$ cat config.mk
export PLATFORM = sky130hd
export DESIGN_NAME = uart_tx_arbiter
export DESIGN_NICKNAME = d
export VERILOG_FILES = /design/src/rtl/uart_arb_pkg.sv /design/src/rtl/uart_tx_arbiter_rr_picker.sv /design/src/rtl/uart_tx_arbiter.sv
export SDC_FILE = /design/constraint.sdc
export NUM_CORES = 1
export LEC_CHECK = 0
export CAP_MARGIN = 40
export CORE_MARGIN = 3
export CORE_UTILIZATION = 35
export DETAILED_ROUTE_END_ITERATION = 16
export PLACE_DENSITY = 0.76
export RECOVER_POWER = 100
export SLEW_MARGIN = 20
export SYNTH_ARGS = -nofsm -noshare
export SYNTH_HDL_FRONTEND = slang
export SYNTH_SLANG_ARGS = --single-unit
$ cat constraint.sdc
create_clock -name clk -period 3.35 [get_ports clk]
set_input_delay 0.335 -clock clk [delete_from_list [all_inputs] [get_ports clk]]
set_output_delay 0.335 -clock clk [all_outputs]
set_load 0.02 [all_outputs]
$ cat src/rtl/uart_arb_pkg.sv
// Shared types and helpers for the UART transmit arbiter.
// State encoding, flush-length arithmetic and index-width helper live here
// so that later arbiters can reuse them.
package uart_arb_pkg;

    typedef enum logic [1:0] {
        ST_FLUSH     = 2'd0,
        ST_IDLE      = 2'd1,
        ST_LAUNCH    = 2'd2,
        ST_WAIT_DONE = 2'd3
    } arb_state_e;

    // One UART frame is 10 bit periods; two spare cycles cover the
    // transmitter's own start/stop bookkeeping.
    function automatic int flush_cycles(input int clks_per_bit);
        return 10 * clks_per_bit + 2;
    endfunction

    // Width of an index into n requesters (at least one bit).
    function automatic int idx_width(input int n);
        return (n <= 2) ? 1 : $clog2(n);
    endfunction

endpackage

$ cat src/rtl/uart_tx_arbiter_rr_picker.sv
// Combinational round-robin picker: returns the first asserted request
// strictly after last_i, wrapping at N-1 back to 0. Indices >= N are never
// produced, so non-power-of-two N is handled.
module rr_picker #(
    parameter int N = 4,
    parameter int W = 2
) (
    input  logic [N-1:0] req_i,
    input  logic [W-1:0] last_i,
    output logic [N-1:0] grant_oh_o,
    output logic [W-1:0] grant_idx_o,
    output logic         any_valid_o
);

    int         cand_sum;
    logic [W-1:0] cand;

    // Scan candidates in priority order; the first hit wins.
    always_comb begin
        grant_oh_o  = '0;
        grant_idx_o = '0;
        any_valid_o = 1'b0;
        cand_sum    = 0;
        cand        = '0;
        for (int k = 1; k <= N; k++) begin
            // last_i < N and k <= N, so two conditional subtractions
            // are enough to reduce the sum modulo N.
            cand_sum = int'(last_i) + k;
            if (cand_sum >= N) cand_sum = cand_sum - N;
            if (cand_sum >= N) cand_sum = cand_sum - N;
            cand = cand_sum[W-1:0];
            if (!any_valid_o && req_i[cand]) begin
                any_valid_o      = 1'b1;
                grant_oh_o[cand] = 1'b1;
                grant_idx_o      = cand;
            end
        end
    end

endmodule

$ cat src/rtl/uart_tx_arbiter.sv
// Round-robin arbiter sharing one UART transmitter among N_REQ byte
// producers. After reset it flushes (the transmitter has no reset and may
// still be sending), then accepts one byte at a time, pulses tx_start and
// waits for tx_done before arbitrating again.
//
// Optional build macro UART_ARB_TIMEOUT_EN: adds a WAIT_DONE watchdog that
// sets the sticky tx_err flag and re-flushes after TIMEOUT_CYCLES cycles
// without tx_done. Without the macro tx_err is tied low and WAIT_DONE
// waits indefinitely.
//
// Handshake: requester i's byte is taken on a rising edge where
// req_valid[i] and req_ready[i] are both high; req_ready is one-hot at the
// round-robin winner and only ever high in IDLE.
module uart_tx_arbiter
    import uart_arb_pkg::*;
#(
    parameter int N_REQ          = 4,
    parameter int CLKS_PER_BIT   = 1,
    parameter int TIMEOUT_CYCLES = 4096
) (
    input  logic                     clk,
    input  logic                     rst_n,
    input  logic [N_REQ-1:0]         req_valid,
    input  logic [8*N_REQ-1:0]       req_data,
    output logic [N_REQ-1:0]         req_ready,
    output logic                     tx_start,
    output logic [7:0]               tx_data,
    input  logic                     tx_done,
    output logic                     busy,
    output logic [$clog2(N_REQ)-1:0] grant_id,
    output logic                     tx_err
);

    localparam int GW      = idx_width(N_REQ);
    localparam int FLUSH_N = flush_cycles(CLKS_PER_BIT);
    localparam int FCW     = $clog2(FLUSH_N + 1);
    localparam logic [FCW-1:0] FLUSH_LAST = FCW'(FLUSH_N - 1);
    localparam logic [GW-1:0]  LAST_INIT  = GW'(N_REQ - 1);

    // Reject out-of-range configurations at elaboration.
    if (N_REQ < 2 || N_REQ > 16 || CLKS_PER_BIT < 1 || TIMEOUT_CYCLES < 1) begin : g_param_check
        $error("uart_tx_arbiter: parameter out of range");
    end

    arb_state_e     state_q, state_d;
    logic [FCW-1:0] flush_cnt_q, flush_cnt_d;
    logic [GW-1:0]  last_grant_q, last_grant_d;
    logic [GW-1:0]  grant_id_q, grant_id_d;
    logic [7:0]     tx_data_q, tx_data_d;

`ifdef UART_ARB_TIMEOUT_EN
    localparam int TCW = $clog2(TIMEOUT_CYCLES + 1);
    localparam logic [TCW-1:0] TO_LAST = TCW'(TIMEOUT_CYCLES - 1);
    logic [TCW-1:0] to_cnt_q, to_cnt_d;
    logic           tx_err_q, tx_err_d;
`endif

    logic [N_REQ-1:0] pick_oh;
    logic [GW-1:0]    pick_idx;
    logic             pick_any;

    rr_picker #(
        .N (N_REQ),
        .W (GW)
    ) u_picker (
        .req_i       (req_valid),
        .last_i      (last_grant_q),
        .grant_oh_o  (pick_oh),
        .grant_idx_o (pick_idx),
        .any_valid_o (pick_any)
    );

    // State and datapath registers; reset always lands in FLUSH.
    always_ff @(posedge clk or negedge rst_n) begin
        if (!rst_n) begin
            state_q      <= ST_FLUSH;
            flush_cnt_q  <= '0;
            last_grant_q <= LAST_INIT;
            grant_id_q   <= '0;
            tx_data_q    <= '0;
`ifdef UART_ARB_TIMEOUT_EN
            to_cnt_q     <= '0;
            tx_err_q     <= 1'b0;
`endif
        end else begin
            state_q      <= state_d;
            flush_cnt_q  <= flush_cnt_d;
            last_grant_q <= last_grant_d;
            grant_id_q   <= grant_id_d;
            tx_data_q    <= tx_data_d;
`ifdef UART_ARB_TIMEOUT_EN
            to_cnt_q     <= to_cnt_d;
            tx_err_q     <= tx_err_d;
`endif
        end
    end

    // Next-state, flush counter, acceptance latch and completion bookkeeping.
    always_comb begin
        state_d      = state_q;
        flush_cnt_d  = '0;
        last_grant_d = last_grant_q;
        grant_id_d   = grant_id_q;
        tx_data_d    = tx_data_q;
`ifdef UART_ARB_TIMEOUT_EN
        to_cnt_d     = '0;
        tx_err_d     = tx_err_q;
`endif
        case (state_q)
            ST_FLUSH: begin
                // tx_done is deliberately ignored while flushing.
                if (flush_cnt_q == FLUSH_LAST) begin
                    state_d = ST_IDLE;
                end else begin
                    flush_cnt_d = flush_cnt_q + 1'b1;
                end
            end
            ST_IDLE: begin
                if (pick_any) begin
                    state_d    = ST_LAUNCH;
                    grant_id_d = pick_idx;
                    tx_data_d  = req_data[{pick_idx, 3'b000} +: 8];
                end
            end
            ST_LAUNCH: begin
                // A tx_done here belongs to an earlier frame and is dropped.
                state_d = ST_WAIT_DONE;
            end
            ST_WAIT_DONE: begin
                if (tx_done) begin
                    last_grant_d = grant_id_q;
                    state_d      = ST_IDLE;
                end
`ifdef UART_ARB_TIMEOUT_EN
                else if (to_cnt_q == TO_LAST) begin
                    tx_err_d     = 1'b1;
                    last_grant_d = grant_id_q;
                    state_d      = ST_FLUSH;
                end else begin
                    to_cnt_d = to_cnt_q + 1'b1;
                end
`endif
            end
            default: begin
                state_d = ST_FLUSH;
            end
        endcase
    end

    // Outputs decoded from state; only req_ready depends on live inputs.
    always_comb begin
        req_ready = '0;
        tx_start  = 1'b0;
        busy      = 1'b1;
        if (state_q == ST_IDLE) begin
            req_ready = pick_oh;
            busy      = 1'b0;
        end
        if (state_q == ST_LAUNCH) begin
            tx_start = 1'b1;
        end
    end

    assign tx_data  = tx_data_q;
    assign grant_id = grant_id_q;

`ifdef UART_ARB_TIMEOUT_EN
    assign tx_err = tx_err_q;
`else
    assign tx_err = 1'b0;
`endif

endmodule

==> results of run 1 <==
-- timing repair --
item,in CTS,in global routing
hold buffers,0,0
gates resized for setup,1,3
endpoints found under the setup margin,2,3
buffers inserted,1,0
cloned,0,0
-- cells by family (layout without fill, tap and decap cells) --
family	count (synthesis)	after routing	share of synthesized area (%)
compound gates	28	28	16.96
xor+xnor	2	2	1.126
fa+ha+maj	14	14	11.25
buf+inv	16	76	7.395
flops	18	18	29.10
mux	24	24	18.89
other cells	1	1	0.2409
simple gates	45	45	15.03
-- cell usage in the layout, fill, tap and decap left out, drive strengths merged, types with 2 or more instances in the layout --
| cell | Yosys | layout |
|---|---|---|
| mux2 | 3 | 3 |
| nor2 | 11 | 11 |
| mux2i | 17 | 17 |
| o221ai | 8 | 8 |
| xnor2 | 2 | 2 |
| nand2 | 17 | 17 |
| inv | 8 | 8 |
| clkdlybuf4s50 | 0 | 37 |
| nor2b | 3 | 3 |
| nand2b | 4 | 4 |
| dfstp | 2 | 2 |
| dfrtp | 16 | 16 |
| and2 | 2 | 2 |
| ha | 14 | 14 |
| buf | 8 | 9 |
| a221oi | 4 | 4 |
| clkbuf | 0 | 8 |
| nand3 | 3 | 3 |
| a21oi | 4 | 4 |
| dlygate4sd3 | 0 | 13 |
| o21ai | 3 | 3 |
| mux4 | 4 | 4 |
| a22oi | 4 | 4 |
-- power by group through the flow --
stage / Clock, uW / Combinational (uW) / Sequential [uW]
2_1_floorplan: 0 / 1110 / 472
3_3_place_gp: 0 / 1530 / 386
3_5_place_dp: 0 / 1550 / 391
4_1_cts: 188 / 1570 / 388
5_1_grt: 192 / 1590 / 399
6_report: 178 / 1450 / 382
-- path summary, 6_finish.rpt --
kind	endpoint	slack [ns]
min in group clk	flush_cnt_q[0]	0.48
max	req_ready[0]	0.22
max in group asynchronous	state_q[0]	2.03
max reg2reg	grant_id[1]	0.39
min	tx_data[1]	0.32
min reg2reg	flush_cnt_q[0]	0.48
-- area by class of cell --
type / instances / area share (%)
Tap cell: 50 / 2.919
Sequential cell: 18 / 21.13
Multi-Input combinational cell: 114 / 44.37
Clock buffer: 4 / 2.569
Timing Repair Buffer: 64 / 27.61
Inverter: 8 / 1.401
-- layer usage --
metal | track usage (%) | vias up | part of all wire, %
li1 | - | 649 | -
met1 | 18.42 | 620 | 43
met2 | 22.44 | 34 | 51
met3 | 1.515 | 5 | 4.3
met4 | 4.918 | 0 | 1.4
met5 | 0 | - | 0
-- synth_stat cells, types with 3 or more instances --
cell type | number | area (sq um)
a21oi_1 | 4 | 20.02
a221oi_1 | 4 | 35.03
a22oi_1 | 4 | 30.03
buf_6 | 4 | 45.04
dfrtp_1 | 16 | 400.4
ha_1 | 14 | 175.2
inv_1 | 8 | 30.03
mux2_2 | 3 | 33.78
mux2i_1 | 17 | 170.2
mux4_2 | 4 | 90.09
nand2_1 | 17 | 63.81
nand2b_1 | 3 | 18.77
nand3_1 | 3 | 15.01
nor2_1 | 10 | 37.54
o221ai_2 | 8 | 120.1
-- sequential cells by signal, summed over array words and instances, names as in the netlist --
| signal | count |
|---|---|
| tx_data | 8 |
| flush_cnt_q | 4 |
| grant_id | 2 |
| state_q | 2 |
| last_grant_q | 2 |
-- metrics by stage --
stage | util (%) | instances | setup WS (ns) | area (sq um)
2_1_floorplan | - | 148 | 0.4167 | 1556
3_3_place_gp | 51.51 | 252 | 0.3228 | 2135
3_5_place_dp | 51.51 | 252 | 0.2815 | 2135
4_1_cts | 52.99 | 257 | 0.003429 | 2196
5_1_grt | 51.72 | 258 | 0.07973 | 2143
6_report | 51.72 | 258 | 0.2225 | 2143
==> flow_metrics.env, run 1 <==
export IMPL_status="finished, final reports clean"
export IMPL_dp_hpwl_um=2888
export IMPL_synthArstFlopShare_pct=100.0
export IMPL_hp_class="input pin to async pin"
export IMPL_vias=1308
export IMPL_fin_crit_sh_pct=93.36
export IMPL_synth_ff_type="dfrtp_1"
export IMPL_multiInputGateArea_sq_um=950.9
export IMPL_die_h_um=72.69
export IMPL_power_switching_uw=901.5
export IMPL_synthCells=148
export IMPL_start_kind="flop"
export IMPL_drt_iter0_markers=76
export IMPL_synth_edf_count=0
export IMPL_clk_pin_slew_worst_paths_ns=0.07
export IMPL_antenna_cells=0
export IMPL_fin_hold_ws_ns=0.3217
export IMPL_cts_max_path_buffers=2
export IMPL_drive_gt1_share_pct=13.94
export IMPL_cts_sinks=18
export IMPL_initial_core_util_pct=37.56
export IMPL_setup_viol=0
export IMPL_seq_power_share_pct=19.1
export IMPL_gp_congestion=0.7507
export IMPL_fin_tns_setup_ns=0
export IMPL_power_internal_uw=1105
export IMPL_synth_area_per_cell_sq_um=10.52
export IMPL_synth_seq_cells=18
export IMPL_critical_path_class="flop to output port"
export IMPL_drcViolationCount=0
export IMPL_synthesis_area_sq_mm=0.001556
export IMPL_portBuffers=54
export IMPL_yosysUniqueCellTypes=39
export IMPL_p_clk_share_pct=8.9
export IMPL_cpMostUsedCell="nor2_1"
export IMPL_cp_top_family="multiplexers"
export IMPL_critPathMaxStageDelay_ns=0.57
export IMPL_worstRegToRegCells=10
export IMPL_h_tree_depth=1
export IMPL_ys_seq_area_share_pct=29.10
export IMPL_grt_pass1_wl_um=5761
export IMPL_clock_skew_ns=0.002866
export IMPL_hold_violations=0
export IMPL_timing_fmax_mhz=319.7
export IMPL_rows=23
export IMPL_grt_overflow_total=0
export IMPL_worstSetupEndpointType="output port"
export IMPL_grt_pass1_vias=1218
export IMPL_cp_num_buf_inv=2
export IMPL_seq_area_sq_um=452.9
export IMPL_total_power_uw=2006
export IMPL_rsz0062_at_grt="no"
export IMPL_period_needed_ns=3.128
export IMPL_yosysWarningCount=0
export IMPL_grt_antenna_before_repair=0
export IMPL_worstPathRequired_ns=3.01
export IMPL_pwr_density_cell_mw_per_mm2=936.1
export IMPL_pwr_share_comb_pct=72.1
export IMPL_numCtsBuffers=3
export IMPL_p_sw_share_pct=44.93
export IMPL_core_area_sq_mm=0.004144
export IMPL_reg2reg_from="last_grant_q[1]"
export IMPL_cp_max_fo=6
export IMPL_die_area_sq_mm=0.005283
export IMPL_dr_pass1_iters=4
export IMPL_clock_latency_ns=0.25
export IMPL_cp_depth=9
export IMPL_cts_root_buf="clkbuf_8"
export IMPL_dieWidth_um=72.69
export IMPL_wl_per_cell_um=14.05
export IMPL_area_growth_pct=37.70
export IMPL_totalWireLength_um=3625
export IMPL_avgViaCountPerCell=5.070
export IMPL_max_slew_margin_pct=43.38
export IMPL_num_io_pins=56
export IMPL_tritoncts="built"
export IMPL_startpoint="last_grant_q[1]"
export IMPL_grt_max_degree=19
export IMPL_critPathArrivalTime_ns=2.79
export IMPL_fin_nets=262
export IMPL_syn_num_nets=201
export IMPL_grt_usage_pct=13.63
export IMPL_postRouteAntennaNets=0
export IMPL_vdd_drop_max_mv=0.4902
export IMPL_final_max_slew_viol_count=0
export IMPL_fill_cells=406
export IMPL_maxCapViolations=0
export IMPL_p_leak_uw=0.0009457
export IMPL_worstPathCellList="inv_1 > ha_1 > mux4_2 > nor2b_4 > a22oi_1 > nor2_1 > a221oi_1 > nor2_1 > dlygate4sd2_1"
export IMPL_worstMarginPinSlew_ns=0.8493
export IMPL_slowest_stage="mux4_2"
No activity file was read; power rests on OpenSTA's default activity.
==> run 2: changes to the inputs <==
ABC_CLOCK_PERIOD_IN_PS = 3350   (was not set)
==> results of run 2 <==
No change in the layout: final DEF, timing and power equal those of run 1.
